### src/rtl/alu_seq.sv
// Handshaked ALU with registered result/flags and an iterative 1-bit shifter.
// Define ALU_BARREL_SHIFT_EN to make shifts single-cycle through a barrel shifter.
module alu_seq #(
  parameter int WIDTH   = 32,
  parameter int SHAMT_W = 5
) (
  input  logic               clk,
  input  logic               rst,
  input  logic               in_valid,
  output logic               in_ready,
  input  logic [WIDTH-1:0]   rs1_data,
  input  logic [WIDTH-1:0]   rs2_data,
  input  logic [WIDTH-1:0]   imm,
  input  logic               imm_sel,
  input  logic [2:0]         alu_ctrl,
  output logic               out_valid,
  input  logic               out_ready,
  output logic [WIDTH-1:0]   result,
  output logic [3:0]         flags
);

  localparam logic [2:0] OP_ADD = 3'd0;
  localparam logic [2:0] OP_SUB = 3'd1;
  localparam logic [2:0] OP_AND = 3'd2;
  localparam logic [2:0] OP_OR  = 3'd3;
  localparam logic [2:0] OP_XOR = 3'd4;
  localparam logic [2:0] OP_SLL = 3'd5;
  localparam logic [2:0] OP_SRL = 3'd6;

  typedef enum logic [1:0] {
    IDLE,
    SHIFT,
    DONE
  } state_t;

  state_t             state, state_nxt;
  logic [WIDTH-1:0]   res_q, res_nxt;
  logic [3:0]         flags_q, flags_nxt;
  logic [SHAMT_W-1:0] cnt, cnt_nxt;
  logic [2:0]         op, op_nxt;

  logic [WIDTH-1:0]   num2, b2, alu_res, shift_res, acc_sh;
  logic [WIDTH:0]     sum;
  logic [SHAMT_W-1:0] shamt;
  logic               cin, c_msb, is_arith, is_shift, long_shift;
  logic [3:0]         arith_flags;

  function automatic logic [WIDTH-1:0] shift1(
    input logic [WIDTH-1:0] v,
    input logic [2:0]       o
  );
    if (o == OP_SLL)      return {v[WIDTH-2:0], 1'b0};
    else if (o == OP_SRL) return {1'b0, v[WIDTH-1:1]};
    else                  return {v[WIDTH-1], v[WIDTH-1:1]};
  endfunction

  function automatic logic [3:0] plain_flags(
    input logic [WIDTH-1:0] v
  );
    return {~|v, 2'b00, v[WIDTH-1]};
  endfunction

  assign num2     = imm_sel ? imm : rs2_data;
  assign is_arith = (alu_ctrl == OP_ADD) || (alu_ctrl == OP_SUB);
  assign is_shift = alu_ctrl[2] & (alu_ctrl[1] | alu_ctrl[0]);
  assign cin      = (alu_ctrl == OP_SUB);
  assign b2       = cin ? ~num2 : num2;
  assign sum      = {1'b0, rs1_data} + {1'b0, b2}
                  + {{WIDTH{1'b0}}, cin};
  // carry into the MSB recovered from the MSB sum bit
  assign c_msb    = sum[WIDTH-1] ^ rs1_data[WIDTH-1] ^ b2[WIDTH-1];
  assign shamt    = num2[SHAMT_W-1:0];

  assign arith_flags = {~|sum[WIDTH-1:0], sum[WIDTH],
                        sum[WIDTH] ^ c_msb, sum[WIDTH-1]};

`ifdef ALU_BARREL_SHIFT_EN
  always_comb begin
    shift_res = '0;
    unique case (1'b1)
      (alu_ctrl == OP_SLL): shift_res = rs1_data << shamt;
      (alu_ctrl == OP_SRL): shift_res = rs1_data >> shamt;
      default:              shift_res = WIDTH'($signed(rs1_data) >>> shamt);
    endcase
  end
  assign long_shift = 1'b0;
`else
  assign shift_res  = (shamt == '0) ? rs1_data
                                    : shift1(rs1_data, alu_ctrl);
  assign long_shift = is_shift && (shamt > SHAMT_W'(1));
`endif

  always_comb begin
    alu_res = shift_res;
    unique case (1'b1)
      is_arith:             alu_res = sum[WIDTH-1:0];
      (alu_ctrl == OP_AND): alu_res = rs1_data & num2;
      (alu_ctrl == OP_OR):  alu_res = rs1_data | num2;
      (alu_ctrl == OP_XOR): alu_res = rs1_data ^ num2;
      default:              alu_res = shift_res;
    endcase
  end

  assign acc_sh = shift1(res_q, op);

  always_comb begin
    state_nxt = state;
    res_nxt   = res_q;
    flags_nxt = flags_q;
    cnt_nxt   = cnt;
    op_nxt    = op;
    case (state)
      IDLE: begin
        if (in_valid) begin
          op_nxt  = alu_ctrl;
          res_nxt = alu_res;
          if (long_shift) begin
            cnt_nxt   = shamt - SHAMT_W'(1);
            state_nxt = SHIFT;
          end else begin
            flags_nxt = is_arith ? arith_flags
                                 : plain_flags(alu_res);
            state_nxt = DONE;
          end
        end
      end
      SHIFT: begin
        res_nxt = acc_sh;
        cnt_nxt = cnt - SHAMT_W'(1);
        if (cnt == SHAMT_W'(1)) begin
          flags_nxt = plain_flags(acc_sh);
          state_nxt = DONE;
        end
      end
      DONE: begin
        if (out_ready) state_nxt = IDLE;
      end
      default: state_nxt = IDLE;
    endcase
  end

  always_ff @(posedge clk) begin
    if (rst) begin
      state   <= IDLE;
      res_q   <= '0;
      flags_q <= '0;
      cnt     <= '0;
      op      <= OP_ADD;
    end else begin
      state   <= state_nxt;
      res_q   <= res_nxt;
      flags_q <= flags_nxt;
      cnt     <= cnt_nxt;
      op      <= op_nxt;
    end
  end

  assign in_ready  = (state == IDLE);
  assign out_valid = (state == DONE);
  assign result    = res_q;
  assign flags     = flags_q;

endmodule

### config.mk
export PLATFORM = sky130hd
export DESIGN_NAME = alu_seq
export DESIGN_NICKNAME = d
export VERILOG_FILES = /design/src/rtl/alu_seq.sv
export SDC_FILE = /design/constraint.sdc
export NUM_CORES = 1
export LEC_CHECK = 0
export BUFFER_PORTS_ARGS = -buffer_cell sky130_fd_sc_hd__buf_2
export CORE_MARGIN = 8
export CORE_UTILIZATION = 30
export DETAILED_ROUTE_END_ITERATION = 8
export GPL_ROUTABILITY_DRIVEN = 1
export GPL_TIMING_DRIVEN = 0
export PLACE_DENSITY = 0.47
export SETUP_SLACK_MARGIN = 0.05
export SYNTH_ARGS = -nofsm -noshare
export SYNTH_HDL_FRONTEND = slang
export SYNTH_SLANG_ARGS = --single-unit
### constraint.sdc
create_clock -name clk -period 5.96 [get_ports clk]
set_input_delay 0.298 -clock clk [delete_from_list [all_inputs] [get_ports clk]]
set_output_delay 0.298 -clock clk [all_outputs]
set_load 0.005 [all_outputs]
* Yosys cells after proc, flatten, opt, wreduce, memory -nomap -nowiden
Index checks and enable logic that the tools add are counted.
Word-level totals: bits of input ports 104, word-level logic and storage cells 75, output and inout port bits 38, bits in registers 46
Operators by class: equality and inequality tests 16, $lt $le $gt $ge 1, add/subtract/negate cells 4, bitwise operators 9, muxes and demuxes 23, reduce and logical (&&, ||, !) cells 17
Operators with widths (count):
- two-way mux 32 bit | 8
- one-hot mux 32 bit (4 select lines) | 1
- OR reduction 32 bit | 3
- one-hot mux 32 bit (2 select lines) | 1
- adder 32 x 32 -> 33 bit | 1
- adder 33 x 1 -> 33 bit | 1
- AND 32 bit | 1
- inverter 32 bit | 1
- OR 32 bit | 1
- XOR 32 bit | 1
- two-way mux 4 bit | 4
- equality test 3 bit, second input constant | 5
- two-way mux 5 bit | 2
- one-hot mux 5 bit (2 select lines) | 1
- subtractor 5 x 1 -> 5 bit, second input constant | 2
- two-way mux 2 bit | 4
- one-hot mux 4 bit (2 select lines) | 1
- equality test 3 x 2 -> 1 bit, second input constant | 2
- != test 2 bit, second input constant | 3
- one-hot mux 2 bit (3 select lines) | 1
- AND reduction 3 bit | 2
- equality test 5 x 1 -> 1 bit, second input constant | 1
- > comparator 5 x 1 -> 1 bit, second input constant | 1
- zero test 5 bit | 1
- other kinds (15) | 21

* Longest topological paths before layout
Gate-level depths: netlist of the first run.
depth after elaboration 12, depth in mapped cells 17, mapped depth without buffers 14

* Worst setup path after synthesis of the first run
Ideal clock, no wire load.
path kind input port to flip-flop, from input port imm_sel, to register flags_q[3], in the netlist flags[3], setup time 0.060 ns, stages on the path 17, slack 1.580 ns, data required time 5.900 ns, data arrival time 4.321 ns, path through buf_6 clkbuf_1 clkbuf_1 mux2i_1 xnor2_1 ha_1 buf_2 nand4_1 o221ai_1 a21o_4 xnor2_1 o21ai_1 or4b_1 or4_1 nor4_1 nand4_1 nand2_1
On the way: word-level cells in the longest chain between the ends 12
RTL lines:
- from (decl) | line 14 | input logic imm_sel,
- two-way mux 32 bit * | line 63 | assign num2 = imm_sel ? imm : rs2_data;
- inverter 32 bit | line 67 | assign b2 = cin ? ~num2 : num2;
- two-way mux 32 bit | line 67
- adder 32 x 32 -> 33 bit | line 68 | assign sum = {1'b0, rs1_data} + {1'b0, b2}
- adder 33 x 1 -> 33 bit | line 69 | + {{WIDTH{1'b0}}, cin};
- one-hot mux 32 bit (4 select lines) | line 95 | unique case (1'b1)
- OR reduction 32 bit | line 60 | return {~|v, 2'b00, v[WIDTH-1]};
- zero test 1 bit | line 60
- two-way mux 4 bit | line 121 | flags_nxt = is_arith ? arith_flags
- two-way mux 4 bit | line 117 | if (long_shift) begin
- two-way mux 4 bit | line 114 | if (in_valid) begin
- one-hot mux 4 bit (2 select lines) | line 112 | case (state)
- to (signal assigned) | line 152 | flags_q <= flags_nxt;
- to (decl) | line 38 | logic [3:0] flags_q, flags_nxt;
Mark *: on every way between the ends. The rest lies on a longest branch, timed or not. The select of a mux whose other input is x is not followed. A chain may end at the register's enable or synchronous reset.

* Worst setup path in the final report of the first run
Same ends and word-level chain as after synthesis.

==> results of run 1 <==
## registers in the layout, summed over array words and instances, names as in the netlist
| register | count |
|---|---|
| flags | 4 |
| state | 2 |
| result | 32 |
| op | 3 |
| cnt | 5 |
## stage by stage
stage	instance area, µm²	power [W]	setup TNS, ns
floorplan	8410	0.00109	0
global placement	9580	0.00145	-0.0829
detailed placement	9580	0.00145	-0.164
CTS	9740	0.00177	0
global route	9750	0.00192	0
finish	9760	0.00179	0
## synthesized netlist by cell type (7+ instances only)
library cell	count
nand2_1	116
a22oi_1	26
mux2_2	25
o22ai_1	23
a21o_1	12
clkbuf_1	61
nor3_1	26
nor2_1	89
nand4_1	17
dfxtp_1	46
o22a_1	7
a21oi_1	73
xnor2_1	45
and2_1	7
o21ai_1	8
a31oi_1	14
o21ai_0	60
inv_1	84
a21boi_0	7
nand3_1	25
a221oi_1	7
nor4_1	12
nor2b_1	9
o221ai_1	13
mux2i_1	48
o21a_1	9
nand2b_1	7
ha_1	100
buf_2	13
a222oi_1	20
o211ai_1	19
a211oi_1	8
xor2_1	8
buf_1	10
## layer usage
layer / track usage / up-vias / share of wire
met4: 0.0651 / 0 / 0.030
met3: 0.0291 / 64 / 0.074
met5: 0 / - / 0
met2: 0.346 / 429 / 0.45
li1: - / 4648 / -
met1: 0.286 / 4590 / 0.45
## worst paths after layout
check / from / end / slack (ns) / cells past startpoint
worst max-delay path: imm_sel / flags[3] / 0.45 / 18
worst min-delay path: out_ready / state[1] / 0.33 / 3
worst max register to register: state[1] / flags[3] / 2.46 / 10
worst min register to register: op[2] / op[2] / 0.49 / 2
## tightest hold or removal path, delay by kind of cell
kind	cells	cell delay (ns)
AOI/OAI and AO/OA	1	0.07
buffers and inverters	1	0.09
and+or+nand+nor	1	0.11
## final cells by class
cell class,count,area (µm²)
fillers,3063,17900
repair buffers,139,696
clock buffers,6,129
clock inverters,2,37.5
flip-flops and latches,46,921
plain buffers,86,358
inverters,85,319
well taps,378,473
multi-input cells,953,6820
diodes,1,2.50
## cell families after synthesis
group / count (synthesis)
AND/OR/NAND/NOR: 350
flip-flops: 46
multiplexers: 73
adder cells (fa/ha/maj): 102
AO/OA/AOI/OAI: 375
buffers and inverters: 171
XOR/XNOR: 53
## power by group through the flow
stage / logic [W] / clock network (W) / registers (W)
floorplan: 0.000718 / 0 / 0.000375
detailed placement: 0.00106 / 0 / 0.000387
global placement: 0.00106 / 0 / 0.000387
finish: 0.00109 / 0.000320 / 0.000381
global route: 0.00120 / 0.000341 / 0.000386
CTS: 0.00107 / 0.000326 / 0.000380
==> impl_metrics.tcl, run 1 <==
set metrics [dict create \
    postCtsHoldBufs 0 \
    wl_per_cell_um 21.8 \
    tightest_slew_ns 1.17 \
    synth_warnings 0 \
    grt_pass1_wl_mm 56.3 \
    drc 0 \
    routed_wl_mm 36.9 \
    grt-ovfl-total 0 \
    outcome "finished clean" \
    post_cts_resized 0 \
    worstSkewPairLatency_ns 0.29 \
    antenna_found_initial 0 \
    slowest_stage "a31oi_1" \
    die_area_um2 33600 \
    synth_fa_ha_area_frac 0.152 \
    p_leak_nw 4.32 \
    cts.clk_slew.worst_paths_ns 0.07 \
    p_seq_frac 0.213 \
    fmaxAchievable_mhz 181 \
    ys_seq_elements 46 \
    synthTopCellsByArea "ha_1, dfxtp_1, mux2i_1, nand2_1, xnor2_1" \
    io_pins 142 \
    switching_share 0.473 \
    cp-start-kind "input port" \
    slew_headroom 0.208 \
    drv_cap 0 \
    synthCells 1170 \
    rsz0062_at_grt "false" \
    timing.final.max_slew_violations 0 \
    fin_crit_sh 0.925 \
    skew_ns 0.00601 \
    antenna_left 0 \
    pre_cts_ws_ns -0.164 \
    synth_top_area_frac 0.149 \
    netlist_area_um2 8410 \
    drtIter0Drc 985 \
    synth_enable_flop_cells 0 \
    vdd_ir_drop_max_mv 0.147 \
    crit_type "input port to flop" \
    min_period_ns 5.51 \
    hp-class "input port to flop" \
    critPathTopFamily "simple AND/OR/NAND/NOR gates" \
    nets 1521 \
    critPathMaxStageDelay_ns 0.63 \
    ys_types 84 \
    yosys.area.top_type "ha_1" \
    first_global_vias 9265 \
    synthMuxAreaShare 0.0906 \
    worstPathCellList "buf_2 -> buf_6 -> clkbuf_1 -> clkbuf_2 -> mux2i_1 -> xnor2_1 -> ha_1 -> buf_2 -> nand4_1 -> nor3_1 -> nand2_1 -> a31oi_1 -> xor2_1 -> nor4b_1 -> nand4_1 -> nor4_1 -> nor2_1 -> nand2_1" \
    setup_slack_ns 0.450 \
    critPathCaptureType "flop" \
    cp.buffers_inverters 5 \
    worstPathRequired_ns 6.20 \
    synthSimpleGateAreaFrac 0.202 \
    syn-num-nets 1375 \
    synth-xor-area-share 0.0552 \
    mostFrequentLayoutCells "buf_2, nand2_1, ha_1" \
    cp_max_fo 10 \
    async_flop_share 0 \
    synth_ff_type "dfxtp_1" \
    fp-row-count 61 \
    cts_tree "yes" \
    htreeDepth 2 \
    dp.final_hpwl_mm 30.1 \
    placedCellCount 1687 \
    synth_compound_area_frac 0.310 \
    p_int_w 0.000943 \
    clockBufferDepth 2 \
    fin_hold_ws_ns 0.330 \
    post-cts-setup-buffers 0 \
    layout-drive-gt1-share 0.159 \
    vias 9731 \
    cts_made_buffers 5 \
    hold_viol_final 0 \
    clkPwrFrac 0.179 \
    place.port_buffers 139 \
    ys_seq_area_frac 0.110 \
    clkSinkCount 46 \
    comb_power_share 0.608 \
    initial_utilization 0.303 \
    fp.coreArea_um2 27700 \
    post-route-util 0.352 \
    syn-mean-instance-area_um2 7.19 \
    gp_congestion 0.904 \
    die_height_um 183 \
    power_density_nw_per_um2 183 \
    synth_top_family_by_area "compound AO/OA/AOI/OAI gates" \
    grt_max_degree 15 \
    final_cell_count_no_fill 1696 \
    first_pass_iters 5 \
    power_switching_w 0.000846 \
    setup_viol 0 \
    area_growth_pct 16.1 \
    root_buffer "clkbuf_16" \
    crit_arrival_ns 5.75 \
    layout_commonest_cell "buf_2" \
    die_w_um 183 \
    track_usage 0.213 \
    vias_per_cell 5.74 \
]
No activity file was read; power rests on OpenSTA's default activity.
==> run 2: changes to the inputs <==
==> constraint.sdc (replaced) <==
create_clock -name clk -period 6.6 [get_ports clk]
set_input_delay 0.33 -clock clk [delete_from_list [all_inputs] [get_ports clk]]
set_output_delay 0.33 -clock clk [all_outputs]
set_load 0.005 [all_outputs]
==> run 2 against run 1 <==
Routed wire length hardly changed. Global-route usage is the same. Count of clock-buffer cells in the layout unchanged. Highest routed layer unchanged. Worst setup slack improved by 0.24 ns. Via count down 0.25%. Sequential power is 9.4% lower. Power fell by 9.6%. Combinational power decreased by 9.8%. Cell count unchanged. First-iteration DRC count decreased by 0.41%.
==> impl_metrics.tcl, run 2 (synthesized netlist as in run 1, its figures left out) <==
set metrics [dict create \
    grt_pass1_wl_mm 56.3 \
    crit_arrival_ns 6.15 \
    wl_met1_mm 16.6 \
    fp-row-count 61 \
    ff2ff_path_depth 11 \
    vias_per_cell 5.72 \
    grt_max_degree 15 \
    postCtsHoldBufs 0 \
    place.port_buffers 139 \
    whs_path_depth 3 \
    clkSinkCount 46 \
    htreeDepth 2 \
    p_leak_nw 4.30 \
    die_w_um 183 \
    outcome "finished clean" \
    dp.final_hpwl_mm 30.1 \
    layout-drive-gt1-share 0.157 \
    cts_tree "yes" \
    hp-class "input port to flop" \
    slew_headroom 0.0704 \
    post-cts-setup-buffers 0 \
    rsz0062_at_grt "false" \
    regArea_um2 921 \
    dr_wl_met2_mm 16.6 \
    drc 0 \
    post_cts_resized 0 \
    io_pins 142 \
    initial_utilization 0.303 \
    cts_made_buffers 5 \
    met3_wirelength_mm 2.70 \
    highest-signal-layer "met4" \
    routed_wl_mm 37.0 \
    area_growth_pct 15.9 \
    vdd_ir_drop_max_mv 0.133 \
    die_height_um 183 \
    hold_viol_final 0 \
    first_global_vias 9265 \
    drv_cap 0 \
    clockBufferDepth 2 \
    cp-start-kind "input port" \
    skew_ns 0.00578 \
    worstPathRequired_ns 6.84 \
    nets 1521 \
    worstSkewPairLatency_ns 0.29 \
    first_pass_iters 7 \
    gp_congestion 0.904 \
    die_area_um2 33600 \
    layout_commonest_cell "buf_2" \
    tightest_slew_ns 1.38 \
    critPathCaptureType "flop" \
    antenna_left 0 \
    mostFrequentLayoutCells "buf_2, nand2_1, ha_1" \
    antenna_found_initial 0 \
    vias 9707 \
    timing.final.max_slew_violations 0 \
    grt-ovfl-total 0 \
    fin_hold_ws_ns 0.360 \
    power.total_w 0.00162 \
    drtIter0Drc 981 \
    crit_type "input port to flop" \
    largest_reg_flops 32 \
    setup_viol 0 \
    rrSetupSlack_ns 3.10 \
    fmaxAchievable_mhz 169 \
    track_usage 0.213 \
    fin_crit_sh 0.895 \
    root_buffer "clkbuf_16" \
    setup_tns_ns 0 \
    cts.clk_slew.worst_paths_ns 0.07 \
    fp.coreArea_um2 27700 \
    wl_per_cell_um 21.8 \
    multi_input_area_um2 6820 \
    nFillCells 3063 \
    power_density_nw_per_um2 166 \
    min_period_ns 5.91 \
    cp_max_fo 10 \
]
-- run 2: cell types whose count changed in the layout (fill, tap and decap cells not counted), sizes merged --
cell         delta
buf             +1
dlygate4sd1     -1
-- run 2: area by class of cell --
type / count / share of cell area
plain buffers: 86 / 0.0360
clock inverters: 2 / 0.00385
repair buffers: 139 / 0.0714
well taps: 378 / 0.0485
inverters: 85 / 0.0327
diodes: 1 / 0.000257
multi-input cells: 953 / 0.700
flip-flops and latches: 46 / 0.0945
clock buffers: 6 / 0.0132
-- run 2: worst paths after layout --
kind,startpoint,to
setup / recovery,alu_ctrl[0],flags[3]
hold reg to reg,op[2],op[2]
hold / removal,out_ready,state[1]
setup reg to reg,state[1],flags[3]
-- run 2: report_power, final --
group	switching (W)	internal (W)	leakage (nW)	total (W)
registers	0.0000390	0.000306	0.377	0.000345
logic	0.000616	0.000368	3.85	0.000983
clock network	0.000111	0.000179	0.0771	0.000290
-- run 2: per-layer routing --
metal	global-route usage	up-vias
li1	-	4653
met4	0.0651	0
met1	0.286	4590
met3	0.0291	56
met5	0	-
met2	0.346	408
-- run 2: critical path, stage by stage --
cell and delay [ns]:
buf_2 0.18, nor3b_1 0.84, clkbuf_1 0.88, xnor2_1 0.16, ha_1 0.31, clkbuf_1 0.35
nand2_1 0.10, nor3_1 0.45, nand2_1 0.15, a31oi_1 0.63, xor2_1 0.25, nor4b_1 0.54
nand4_1 0.22, nor4_1 0.59, nor2_1 0.08, nand2_1 0.07
-- run 2: stage by stage --
| step | instance area, µm² | std cells | util | setup WS (ns) |
|---|---|---|---|---|
| finish | 9740 | 1696 | 0.352 | 0.692 |
| floorplan | 8410 | 1170 | - | 2.19 |
| CTS | 9740 | 1695 | 0.352 | 0.727 |
| global route | 9740 | 1695 | 0.352 | 0.348 |
| global placement | 9580 | 1687 | 0.346 | 0.525 |
| detailed placement | 9580 | 1687 | 0.346 | 0.444 |
